**src/rtl/truth_table_lut_seq.sv**
```systemverilog
// Reprogrammable N_IN-input truth-table gate with a stability-filtered input
// vector, a registered output and a bit-serial, atomically committed table load.
module truth_table_lut_seq #(
  parameter int                     N_IN          = 3,
  parameter logic [(1<<N_IN)-1:0]   TT_INIT       = 8'hCC,
  parameter int                     STABLE_CYCLES = 2
) (
  input  logic                   clk,
  input  logic                   reset,
  input  logic [N_IN-1:0]        in,
  output logic                   out,
  output logic                   out_changed,
  input  logic                   cfg_start,
  input  logic                   cfg_valid,
  input  logic                   cfg_bit,
  output logic                   cfg_ready,
  output logic                   cfg_done,
  output logic [(1<<N_IN)-1:0]   tt_active
);

  localparam int TT_W  = 1 << N_IN;
  localparam int IDX_W = $clog2(TT_W) + 1;
  localparam int CNT_W = $clog2(STABLE_CYCLES + 1);
  localparam logic [CNT_W-1:0] CNT_MAX  = CNT_W'(STABLE_CYCLES);
  localparam logic [IDX_W-1:0] IDX_LAST = IDX_W'(TT_W - 1);

  typedef enum logic [0:0] {
    IDLE = 1'b0,
    LOAD = 1'b1
  } state_t;

  state_t            state_q, state_d;
  logic [N_IN-1:0]   in_q, in_d;
  logic [N_IN-1:0]   acc_q, acc_d;
  logic [CNT_W-1:0]  cnt_q, cnt_d;
  logic [TT_W-1:0]   tt_q, tt_d;
  logic [TT_W-1:0]   shadow_q, shadow_d;
  logic [TT_W-1:0]   shadow_wr_s;
  logic [IDX_W-1:0]  idx_q, idx_d;
  logic              out_q, out_d;
  logic              out_changed_q, out_changed_d;
  logic              cfg_done_q, cfg_done_d;

  // Input stability filter, accepted-vector update and output evaluation.
  always_comb begin
    in_d = in;
    if (in != in_q) begin
      cnt_d = {CNT_W{1'b0}};
    end else if (cnt_q == CNT_MAX) begin
      cnt_d = cnt_q;
    end else begin
      cnt_d = cnt_q + {{(CNT_W-1){1'b0}}, 1'b1};
    end
    if ((cnt_q == CNT_MAX) && (in_q != acc_q)) begin
      acc_d = in_q;
    end else begin
      acc_d = acc_q;
    end
    // Evaluate with the registered vector and table so a commit and an
    // acceptance on the same edge both show up together one edge later.
    out_d         = tt_q[acc_q];
    out_changed_d = out_d ^ out_q;
  end

  // Configuration FSM: serial shadow fill, atomic commit into the active table.
  always_comb begin
    state_d     = state_q;
    idx_d       = idx_q;
    shadow_d    = shadow_q;
    tt_d        = tt_q;
    cfg_done_d  = 1'b0;
    shadow_wr_s = shadow_q;
    shadow_wr_s[idx_q[IDX_W-2:0]] = cfg_bit;
    case (state_q)
      IDLE: begin
        if (cfg_start) begin
          state_d  = LOAD;
          idx_d    = {IDX_W{1'b0}};
          shadow_d = {TT_W{1'b0}};
        end else begin
          state_d  = IDLE;
        end
      end
      LOAD: begin
        if (cfg_start) begin
          state_d  = LOAD;
          idx_d    = {IDX_W{1'b0}};
          shadow_d = {TT_W{1'b0}};
        end else if (cfg_valid) begin
          shadow_d = shadow_wr_s;
          idx_d    = idx_q + {{(IDX_W-1){1'b0}}, 1'b1};
          if (idx_q == IDX_LAST) begin
            tt_d       = shadow_wr_s;
            cfg_done_d = 1'b1;
            state_d    = IDLE;
          end else begin
            state_d    = LOAD;
          end
        end else begin
          state_d  = LOAD;
        end
      end
      default: begin
        state_d  = IDLE;
      end
    endcase
  end

  // State registers with synchronous reset.
  always_ff @(posedge clk) begin
    if (reset) begin
      state_q       <= IDLE;
      in_q          <= {N_IN{1'b0}};
      acc_q         <= {N_IN{1'b0}};
      cnt_q         <= {CNT_W{1'b0}};
      tt_q          <= TT_INIT;
      shadow_q      <= {TT_W{1'b0}};
      idx_q         <= {IDX_W{1'b0}};
      out_q         <= TT_INIT[0];
      out_changed_q <= 1'b0;
      cfg_done_q    <= 1'b0;
    end else begin
      state_q       <= state_d;
      in_q          <= in_d;
      acc_q         <= acc_d;
      cnt_q         <= cnt_d;
      tt_q          <= tt_d;
      shadow_q      <= shadow_d;
      idx_q         <= idx_d;
      out_q         <= out_d;
      out_changed_q <= out_changed_d;
      cfg_done_q    <= cfg_done_d;
    end
  end

  assign out         = out_q;
  assign out_changed = out_changed_q;
  assign cfg_ready   = (state_q == LOAD);
  assign cfg_done    = cfg_done_q;
  assign tt_active   = tt_q;

endmodule

```
**config.mk**
```make
export PLATFORM = sky130hd
export DESIGN_NAME = truth_table_lut_seq
export DESIGN_NICKNAME = d
export VERILOG_FILES = /design/src/rtl/truth_table_lut_seq.sv
export SDC_FILE = /design/constraint.sdc
export NUM_CORES = 1
export LEC_CHECK = 0
export CELL_PAD_IN_SITES_DETAIL_PLACEMENT = 1
export CELL_PAD_IN_SITES_GLOBAL_PLACEMENT = 1
export CORE_ASPECT_RATIO = 1.75
export CORE_MARGIN = 1
export CORE_UTILIZATION = 36
export DETAILED_ROUTE_END_ITERATION = 6
export PLACE_DENSITY = 0.79
export SKIP_LAST_GASP = 1
export SYNTH_ARGS = -nofsm -noshare
export SYNTH_HDL_FRONTEND = slang
export SYNTH_SLANG_ARGS = --single-unit
```
**constraint.sdc**
```tcl
create_clock -name clk -period 1.4 [get_ports clk]
set_clock_uncertainty 0.05 [all_clocks]
set_input_delay 0.14 -clock clk [delete_from_list [all_inputs] [get_ports clk]]
set_output_delay 0.14 -clock clk [all_outputs]
set_load 0.01 [all_outputs]
```
# After elaboration in Yosys (flattened, before gate mapping)
# Cells that the tools add are included.
[totals] regBits=32 in_bits=8
[classes] add_sub_neg=2 order_cmp=3 n_eq_ne=6 mux=19 bitwise_logic=4 n_reduce_logical=6
[ops] cell="2-to-1 mux 8 bit" n=3
[ops] cell="case mux 8 bit (2 select lines)" n=1
[ops] cell="2-to-1 mux 4 bit" n=3
[ops] cell="bitwise mux 8 bit" n=1
[ops] cell="less-than comparator 3 x 4 -> 1 bit, second input constant" n=2
[ops] cell="case mux 4 bit (2 select lines)" n=1
[ops] cell="2-to-1 mux 1 bit" n=7
[ops] cell="!= test 3 bit" n=2
[ops] cell="adder 4 x 1 -> 4 bit, second input constant" n=1
[ops] cell="== test 4 x 3 -> 1 bit, second input constant" n=1
[ops] cell="AND reduction 4 bit" n=1
[ops] cell="OR reduction 4 bit" n=1
[ops] cell="binary-select mux 1 bit (select 3 bit)" n=1
[ops] cell="demux 1 bit (select 3 bit)" n=1
[ops] cell=">= comparator 3 x 1 -> 1 bit, second input constant" n=1
[ops] cell="!= test 3 bit, second input constant" n=1
[ops] cell="inverter 1 bit" n=3
[ops] cell="adder 2 x 1 -> 2 bit, second input constant" n=1
[ops] cell="== test 2 bit, second input constant" n=1
[ops] cell="logical AND 1 bit" n=2
[ops] cell="!= test 2 bit, second input constant" n=1
[ops] cell="case mux 1 bit (2 select lines)" n=1
[ops] cell="AND reduction 2 bit" n=1
[ops] cell="OR reduction 2 bit" n=1
[ops] cell="XOR 1 bit" n=1

# Longest topological paths before layout
[logic_depth] word_depth=8 ltp_mapped=6

# Worst setup path before layout
# OpenSTA, ideal clock, no wires.
[synth_timing] kind="register to register" from="register idx_q[0]" to="register tt_q[2], in the netlist tt_active[2]" t_arrival_ns=1.325 path_slack_ns=-0.095 path_stages_with_launch=6 path_buffers=1 cell_sequence="dfxtp_1 > ha_1 > nand2b_4 > or3_1 > buf_6 > a211o_1"
[synth_via] elab_chain_cells=5 elab_cells_between_ends=8 cone_classes="order compare: 2; eq/ne: 1; mux: 3; reduce/logical: 2"
[synth_lines] item="start: declaration" line_no="39" source="logic [IDX_W-1:0] idx_q, idx_d;"
[synth_lines] item="start signal: assignment" line_no="118" source="idx_q <= {IDX_W{1'b0}};"
[synth_lines] item="start signal: assignment" line_no="129" source="idx_q <= idx_d;"
[synth_lines] item="less-than comparator 3 x 4 -> 1 bit (implied by the code) / >= comparator 3 x 1 -> 1 bit (equally long branches)" line_no="73" source="shadow_wr_s[idx_q[IDX_W-2:0]] = cfg_bit;"
[synth_lines] item="logical AND 1 bit (implied by the code)" line_no="73"
[synth_lines] item="2-to-1 mux 1 bit (implied by the code)" line_no="73"
[synth_lines] item="demux 1 bit (select 3 bit)" line_no="73"
[synth_lines] item="bitwise mux 8 bit" line_no="73"
[synth_lines] item="end signal: assignment" line_no="127" source="tt_q <= tt_d;"
[synth_lines] item="end: declaration" line_no="36" source="logic [TT_W-1:0] tt_q, tt_d;"
# Several ways; a longest one is shown, not always the timed one.
# A chain may end at the register's enable or synchronous reset.

# Worst setup path after layout
[layout_timing] from="register idx_q[1]" to="register tt_q[3], in the netlist tt_active[3]"
# Same word-level chain as after synthesis.

==> metrics.csv <==
stage;metric;value;unit
route;drtIter0Drc;8;
synthesis;syn_area_per_cell;9.28;um2
status;outcome;finished, violations left;
status;violations;setup timing;
synthesis;ys_types;29;
floorplan;rows;29;
power;power_frac_comb;7.7;%
worst_setup_path;startpoint_type;flop;
power;seqPwrFrac;50.7;%
power;powerDensity;928;mW/mm2
clock_tree;cts_buffer_depth;2;
synthesis;synth-seq-area-share;45.7;%
worst_setup_path;worst-path-max-fanout;8;
clock_tree;clock_latency;0.28;ns
placed_design;io_buffers;19;
sta;rsz0062_at_grt;true;
sta;final-hold-violation-count;0;
sta;setup_ws;-0.0276;ns
layout;n_antenna_cell;0;
sta;maxSlewViolCount;0;
layout;nNetsFinal;196;
clock_tree;clkTransAtPathRegs;0.06;ns
power;power_frac_clock;41.6;%
synthesis;synth_nets;161;
sta;tightest_slew;0.331;ns
route;routed_wl;3710;um
clock_tree;hold_buffers;0;
run;max_cap_viol_count;0;
power;p_int;1.43;mW
route;detail_route.wl_per_cell;16.0;um
layout;mostFrequentLayoutCell;nor2_1;
sta;fmax;700;MHz
global_route;grt_start_max_net_pins;18;
global_route;grt_pass1_wl;5830;um
sta;setup_viol;4;
clock_tree;tritoncts;yes;
global_route;antenna_found_initial;0;
worst_setup_path;critPathKind;flop to flop;
floorplan;die_h;84.5;um
power;max-vdd-ir-drop;0.735;mV
clock_tree;cts.sinks;32;
placed_design;gp_congestion;0.750;
sta;hold_slack;0.429;ns
sta;slew_headroom;77.3;%
global_route;gr-total-overflow;0;
route;vias_per_cell;5.13;
floorplan;fp.dieW;49.2;um
floorplan;dieArea;0.00416;mm2
synthesis;ys_ff_latch;32;
layout;drive_gt1_share;27.4;%
synthesis;yosysWarnings;0;
layout;most-common-layout-cells;nor2_1 (31), dfxtp_1 (28), buf_4 (15), mux2i_1 (12), clkdlybuf4s50_1 (10);
worst_setup_path;end_kind;flop;
global_route;grtUsageTotal;18.5;%
synthesis;syn_inst;151;
power;switching_share;22.3;%
route;drt-pass1-iter-count;4;
worst_setup_path;cp.required;1.52;ns
route;antenna_left;0;
layout;areaGrowthSynthToFinish;41.5;%
floorplan;initial_utilization;38.2;%
synthesis;netlist_area;0.00140;mm2
clock_tree;htree_levels;2;
power;leakagePower;0.770;nW
clock_tree;cts_root_buf;clkbuf_8;
clock_tree;cts_buffers;5;
route;drc;0;
global_route;grt_pass1_vias;1275;
layout;design_area;0.00198;mm2
floorplan;num_io_pins;20;
sta;period_needed;1.43;ns
route;num_vias;1191;
power;p_switching;0.411;mW
worst_setup_path;critical_path_arrival;1.55;ns
floorplan;fp.coreArea;0.00366;mm2
placed_design;dp_hpwl;2590;um
min_path;hp-class;input port to flop;
placed_design;dpl_cell_area;0.00176;mm2
sta;fin_crit_sh;102;%
-- critical path, cell delays in order, from the launching register on --
cell and delay, ns:
dfxtp_2 0.34, buf_6 0.12, buf_6 0.13, nand3b_1 0.10, mux2i_1 0.25, nor2_1 0.08
a211o_1 0.24
-- area by class of cell --
cell class	count	area, um2
Clock buffer	7	96.3
Multi-Input combinational cell	105	796
Fill cell	429	1680
Sequential cell	32	651
Timing Repair Buffer	40	375
Tap cell	46	57.6
Inverter	2	7.51
-- metal layers --
layer	GRT usage, %	routed length, um
met4	9.63	106
met1	18.1	1360
met5	0	0
met3	3.26	70
met2	35.4	2170
-- through the flow --
| stage | util [%] | power, mW | TNS, ns | cells | setup slack [ns] |
|---|---|---|---|---|---|
| final | 54.1 | 1.84 | -0.0558 | 232 | -0.0276 |
| after global routing | 54.1 | 1.91 | -0.569 | 232 | -0.127 |
| after CTS | 51.8 | 1.86 | -0.116 | 232 | -0.0546 |
| after detailed placement | 48.0 | 1.08 | -2.40 | 223 | -0.274 |
| after global placement | 48.0 | 1.08 | -1.70 | 223 | -0.237 |
| after floorplan | - | 1.02 | -0.149 | 151 | -0.0372 |
-- Yosys cell counts (all sizes together) --
cell,number,area share [%]
a21oi,3,1.1
nor2,31,8.3
or4,1,0.54
or3,1,0.45
mux2i,16,11
ha,2,1.8
a211o,4,2.5
dfxtp,32,46
a211oi,11,5.9
nand2b,1,0.98
nand2,6,1.6
clkbuf,4,1.1
o21ai,2,0.71
nor3b,2,1.1
buf,8,3.2
and2,1,0.45
xor2,5,3.1
nor2b,4,1.8
nand4,1,0.45
or2,1,0.45
nand3b,5,2.7
mux2,1,0.80
xnor2,2,1.3
inv,2,0.54
nor3,2,1.1
nand3,3,1.1
-- power by group through the flow --
| stage | clock [mW] | combinational [mW] | sequential, mW |
|---|---|---|---|
| after floorplan | 0 | 0.0634 | 0.955 |
| after global placement | 0 | 0.122 | 0.955 |
| after detailed placement | 0 | 0.128 | 0.956 |
| after CTS | 0.793 | 0.131 | 0.934 |
| after global routing | 0.823 | 0.155 | 0.933 |
| final | 0.765 | 0.142 | 0.933 |
-- repair_timing --
action,CTS,global route
pin swaps,9,10
resized for setup,17,19
setup buffers,2,1
endpoints found under the setup margin,19,15
-- worst paths after layout --
kind | slack, ns | endpoint | depth (start not counted) | from
setup / recovery | -0.03 | tt_active[3] | 6 | idx_q[1]
hold / removal | 0.43 | in_q[0] | 2 | in[0]
setup reg to reg | -0.03 | tt_active[3] | 6 | idx_q[1]
hold reg to reg | 0.46 | shadow_q[1] | 2 | shadow_q[1]
-- cells by family (layout without fill, tap and decap cells) --
| kind of cell | count (synthesis) | after routing | share of synthesized area [%] |
|---|---|---|---|
| and+or+nand+nor | 59 | 59 | 20.9 |
| DFF | 32 | 32 | 45.7 |
| AOI/OAI and AO/OA | 20 | 20 | 10.2 |
| muxes | 17 | 17 | 12.2 |
| buffers and inverters | 14 | 49 | 4.82 |
| xor gates and xnor gates | 7 | 7 | 4.38 |
| adders and majority gates | 2 | 2 | 1.79 |
-- state kept, by name, indices dropped and copies added, names as in the netlist --
| name | cells |
|---|---|
| in_q | 3 |
| cfg_ready | 1 |
| acc_q | 3 |
| idx_q | 4 |
| out_changed | 1 |
| out | 1 |
| cfg_done | 1 |
| tt_active | 8 |
| shadow_q | 8 |
| cnt_q | 2 |
(Power assumes the default switching activity.)
